[src/rtl/pc_mem_fetch.sv]
// Instruction-fetch front end: a byte pc stepping one word per clock drives a
// word-addressed single-port memory.
module pc_mem_fetch #(
  parameter int    ADDRESS_WIDTH = 16,
  parameter int    DATA_WIDTH    = 32,
  parameter int    SIZE          = 6,
  parameter string INIT_FILE     = "program.hex"
) (
  input  logic                     clk,
  input  logic                     rst_n,
  input  logic                     write_enable,
  input  logic [DATA_WIDTH-1:0]    data_in,
  output logic [ADDRESS_WIDTH-1:0] pc_value,
  output logic [ADDRESS_WIDTH-1:0] pc_address,
  output logic [DATA_WIDTH-1:0]    data_out
);

  localparam int IDX_W = (SIZE > 1) ? $clog2(SIZE) : 1;
  localparam logic [ADDRESS_WIDTH-1:0] PC_STEP = ADDRESS_WIDTH'(4);
  localparam logic [ADDRESS_WIDTH-1:0] SIZE_A  = ADDRESS_WIDTH'(SIZE);

  logic [ADDRESS_WIDTH-1:0] pc_p0;
  logic                     in_range;
  logic [IDX_W-1:0]         word_idx;

  // Storage powers up cleared.
  logic [DATA_WIDTH-1:0] mem [SIZE] = '{default: '0};

  // Stage p0: program counter, the only reset-controlled state
  always_ff @(posedge clk or negedge rst_n) begin
    if (!rst_n) begin
      pc_p0 <= '0;
    end else begin
      pc_p0 <= pc_p0 + PC_STEP;
    end
  end

  assign pc_value   = pc_p0;
  assign pc_address = pc_p0 >> 2;
  assign in_range   = (pc_address < SIZE_A);
  assign word_idx   = pc_address[IDX_W-1:0];

  // Read is combinational off the current pc; addresses past the array read as zero.
  assign data_out = in_range ? mem[word_idx] : '0;

  // Write lands at the pre-edge word; an edge seen under reset never writes.
  always_ff @(posedge clk) begin
    if (rst_n && write_enable && in_range) begin
      mem[word_idx] <= data_in;
    end
  end

endmodule

[config.mk]
export PLATFORM = sky130hd
export DESIGN_NAME = pc_mem_fetch
export DESIGN_NICKNAME = d
export VERILOG_FILES = /design/src/rtl/pc_mem_fetch.sv
export SDC_FILE = /design/constraint.sdc
export NUM_CORES = 1
export LEC_CHECK = 0
export ABC_AREA = 1
export CAP_MARGIN = 25
export CORE_UTILIZATION = 39
export CTS_CLUSTER_SIZE = 24
export DETAILED_ROUTE_END_ITERATION = 12
export PLACE_DENSITY = 0.59
export RECOVER_POWER = 100
export SYNTH_ARGS = -nofsm -noshare
export SYNTH_HDL_FRONTEND = slang
export SYNTH_SLANG_ARGS = --single-unit
[constraint.sdc]
create_clock -name clk -period 3.8 [get_ports clk]
set_input_delay 0.76 -clock clk [delete_from_list [all_inputs] [get_ports clk]]
set_output_delay 0.76 -clock clk [all_outputs]
set_load 0.01 [all_outputs]
Yosys cells after proc, flatten, opt, wreduce, memory -nomap -nowiden
Memory sizes are Yosys's and may differ from the RTL's.
Index checks and enable logic that the tools add are counted.
Storage, ports and cells
  flip-flop bits (word level): 16
  bits in latches: 0
  memory bits (writable): 192
  memory bits (read-only): 0
  input port bits: 35
  output and inout port bits: 64
  logic and storage cells: 9
  memories: 1
Operators by class
  $add $sub $neg: 1
  multipliers: 0
  divide/modulo/power cells: 0
  magnitude comparators: 1
  equality and inequality tests: 0
  shift operators: 0
  muxes and demuxes: 3
  bitwise logic cells: 0
  reductions and logical operators: 2
Memories
  mem: depth 6, bits a word 32, read ports 1, clocked after Yosys merged registers in 0, wr ports 1, line 27  | logic [DATA_WIDTH-1:0] mem [SIZE] = '{default: '0};
Operators by type and width (count)
  32-bit two-way mux: 1
  16-bit by 3-bit adder with 16-bit output, second input constant: 1
  14-bit by 3-bit less-than comparator with 1-bit output, second input constant: 1
  1-bit logical AND: 2
  1-bit two-way mux: 2

Logic depth before layout (Yosys ltp)
  depth in word-level cells: 4
  gate-level depth with buffers: 8
  depth with buffers taken out: 7

Worst setup path before layout
OpenSTA, ideal clock, no wires.
  path kind: reg-to-reg
  from: register pc_p0[14] (netlist: pc_value[14])
  to: memory mem[0][0] (enable)
  library setup time: 421 ps
  arrival time: 2444 ps
  data required time: 3379 ps
  setup slack: 935 ps
  stages on the path, launching flop included: 8
  path buffers: 0
  period minus slack after synthesis: 2865 ps
  path through: dfrtp_1 > inv_1 > nand2_1 > nor2_1 > nand2_1 > nor2_1 > nand2_1 > nor2_1
Between the ends
  longest elaborated chain between the ends: 4
RTL lines
  start, declared: line 22  | logic [ADDRESS_WIDTH-1:0] pc_p0;
  start signal, assigned: line 34  | pc_p0 <= pc_p0 + PC_STEP;
  14-bit by 3-bit less-than comparator with 1-bit output: line 40  | assign in_range = (pc_address < SIZE_A);
  1-bit logical AND: line 48  | if (rst_n && write_enable && in_range) begin
  1-bit two-way mux: line 48
  1-bit two-way mux (not written as such): line 49  | mem[word_idx] <= data_in;
  end, declared: line 27
No other way between the ends.

Worst setup path after layout
  from: register pc_p0[2] (netlist: pc_value[2])
  to: output data_out[22]
Between the ends
  longest elaborated chain between the ends: 2
  elaborated cells on any way between the ends: 3
  those cells by class: 1 x order compare; 1 x mux; 1 x memory
RTL lines
  14-bit by 3-bit less-than comparator with 1-bit output / memory read 6 x 32 bit (equally long branches)
  32-bit two-way mux (*): line 44  | assign data_out = in_range ? mem[word_idx] : '0;
  end, declared: line 15  | output logic [DATA_WIDTH-1:0] data_out
Mark *: on every way between the ends. The rest lies on a longest branch, timed or not.

==> results.tsv <==
metric	value	unit
cts_tree	built	
synth-main-ff-cell	edfxtp_1	
numCtsBuffers	22	
layout.nets	894	
holdPathStages	2	
timing.hold.ws	0.556	ns
holdBufCountCts	0	
regToRegEndpoint	mem[2][2]	
num_vias	5370	
crit_arrival	2.83	ns
worstSetupEndpointType	primary output	
violations	max-capacitance violations, max-slew violations	
synth_commonest_cells	edfxtp_1 (192), nand2_1 (186), nor2_1 (144)	
ir_drop	0.000279	V
vias_per_cell	4.67	
maxCapViolations	1	
synth_top_area_share	0.683	
synth_most_common_cell	edfxtp_1	
clk_path_buf_depth	3	
grt_usage	0.168	
crit_type	flip-flop to primary output	
gp_congestion	0.758	
hold_viol	0	
ys_ff_latch	206	
m1WireLength	8180	um
coreArea	21200	um^2
antenna_found_initial	1	
outcome	finished, violations left	
routedWlPerCell	16.0	um
hp-class	flip-flop to flip-flop	
netlist.top_cell.by_area	edfxtp_1	
powerDensity	460	nW/um^2
synth_xor_xnor_area_share	0.00726	
wl_met3	763	um
yosysSeqAreaShare	0.724	
ioPinCount	99	
synthAdderAreaFrac	0.00148	
regToRegStartpoint	pc_value[2]	
synthesis.instances	757	
ys_warn_count	0	
synth.mux.area_fraction	0	
synth_area_leaders	edfxtp_1 (68%), nand2_1 (8.3%), nor2_1 (6.4%), nand3_1 (4.6%), dfrtp_1 (4.1%)	
dieArea	22200	um^2
post-route-period-util	0.945	
highest_layer	met5	
synth_top_family_by_area	simple AND/OR/NAND/NOR gates	
diodes	0	
synth_cell_types	20	
finalClockSkew	0.0134	ns
clock_latency	0.50	ns
cp-start-kind	flip-flop	
crit_fanout	24	
dr_wl_met2	9140	um
finalSetupViolations	0	
wl	18400	um
initial_core_util	0.399	
core.rowCount	53	
rsz0062_at_grt	false	
worst_pin_slew	1.51	ns
fin_tns_setup	0	ns
syn_area	8440	um^2
final.min_clock_period	3.59	ns
layout-drive-gt1-share	0.0721	
synth-simple-area-share	0.198	
drc	0	
synth_compound_area_frac	0.00178	
grt_pass1_wl	28100	um
grt_max_degree	37	
die_y	149	um
grt_pass1_vias	5029	
required	3.04	ns
cts_resized	0	
ant_nets	0	
place_hpwl	11300	um
fp.dieW	149	um
grt-ovfl-total	0	
post-cts-setup-buffers	0	
postSynthAreaPerCell	11.2	um^2
leakage	0.00417	uW
synth_edf_count	192	
area_delta_synth_final	23.7	%
drt_iter0_drc	264	
place_area	9790	um^2
async_reset_ff_frac	0.0680	
clock.fmax	278	MHz
cts.sinks	206	
design_area	10400	um^2
rr_worst_depth	6	
clkSlewWorstSetupHoldPaths	0.06	ns
htreeDepth	1	
root_buffer	clkbuf_16	
worstHoldEndpoint	pc_value[14]	
r2r_slack	0.36	ns
slew_violations	15	
max-slew-margin-rel	-0.0100	
detailedRoute.firstPassIterationCount	5	
worstHoldStart	pc_value[14]	
io_buffers	94	
-- worst max-delay path by stage --
stage                  from           end  slack, ns  depth (start not counted)
6_report        pc_value[2]  data_out[22]       0.21                          7
2_1_floorplan  pc_value[14]     mem[0][0]       0.94                          7
3_5_place_dp    pc_value[3]  data_out[22]       0.64                          8
4_1_cts         pc_value[3]  data_out[22]       0.09                          8
3_3_place_gp    pc_value[2]  data_out[14]       0.65                          7
5_1_grt         pc_value[2]  data_out[22]       0.03                          7
-- where the power goes --
part / switching (uW) / total (uW) / internal (uW)
sequential: 0 / 2480 / 2480
combinational: 34.2 / 58.8 / 24.7
clock: 839 / 2270 / 1440
-- worst max-delay path, cell delays in order (launching register included) --
cell           delay [ns]
dfrtp_2              0.65
buf_4                0.37
nor3_1               0.11
buf_4                0.24
nand2_1              0.09
nand3_1              0.06
nor2_1               0.17
dlygate4sd3_1        0.64
-- placed cells by master, fill, tap and decap left out --
master and instances:
buf_4 15, clkbuf_16 23, dfrtp_2 2, nor2_4 2, buf_12 1, clkbuf_2 4
clkinv_2 5, edfxtp_1 192, o21ai_0 3, nor3_1 3, xnor2_1 2, inv_2 3
clkinv_1 5, nor2_1 143, inv_1 77, dlygate4sd3_1 90, dfrtp_1 12, conb_1 4
nand3_2 1, nand4_1 4, ha_1 1, clkbuf_1 4, clkinvlp_4 2, bufinv_16 5
xor2_1 5, nand2_1 186, clkdlybuf4s50_1 4, nand3_1 76
-- cell families (layout without fill, tap and decap cells) --
kind of cell               Yosys count  after routing
xor gates and xnor gates             7              7
AOI/OAI and AO/OA                    3              3
buffers and inverters              124            238
and+or+nand+nor                    415            415
other                                1              4
adders and majority gates            1              1
DFF                                206            206
-- flip-flops by register name (all words and copies together), names as in the netlist --
register and flops:
pc_value 14, mem 192
-- stage by stage --
stage / std cells / total power (uW) / utilization / setup WS [ns]
floorplan: 760 / 2530 / - / 0.935
global placement: 1109 / 2590 / 0.463 / 0.646
detailed placement: 1109 / 2590 / 0.463 / 0.636
CTS: 1149 / 4860 / 0.499 / 0.0950
global route: 1149 / 4940 / 0.494 / 0.0341
finish: 1149 / 4810 / 0.494 / 0.207
-- area by class of cell --
cell class / count / area (um^2)
Clock buffer: 24 / 579
Clock inverter: 16 / 201
Fill cell: 1830 / 10700
Inverter: 81 / 308
Multi-Input combinational cell: 430 / 1790
Sequential cell: 206 / 6120
Tap cell: 275 / 344
Timing Repair Buffer: 117 / 1100
-- per-layer routing --
metal  track usage  up-vias
met4        0.0408        2
li1              -     2663
met5             0        -
met2         0.287      112
met3        0.0263       25
met1         0.222     2568
No activity file was read; power rests on OpenSTA's default activity.
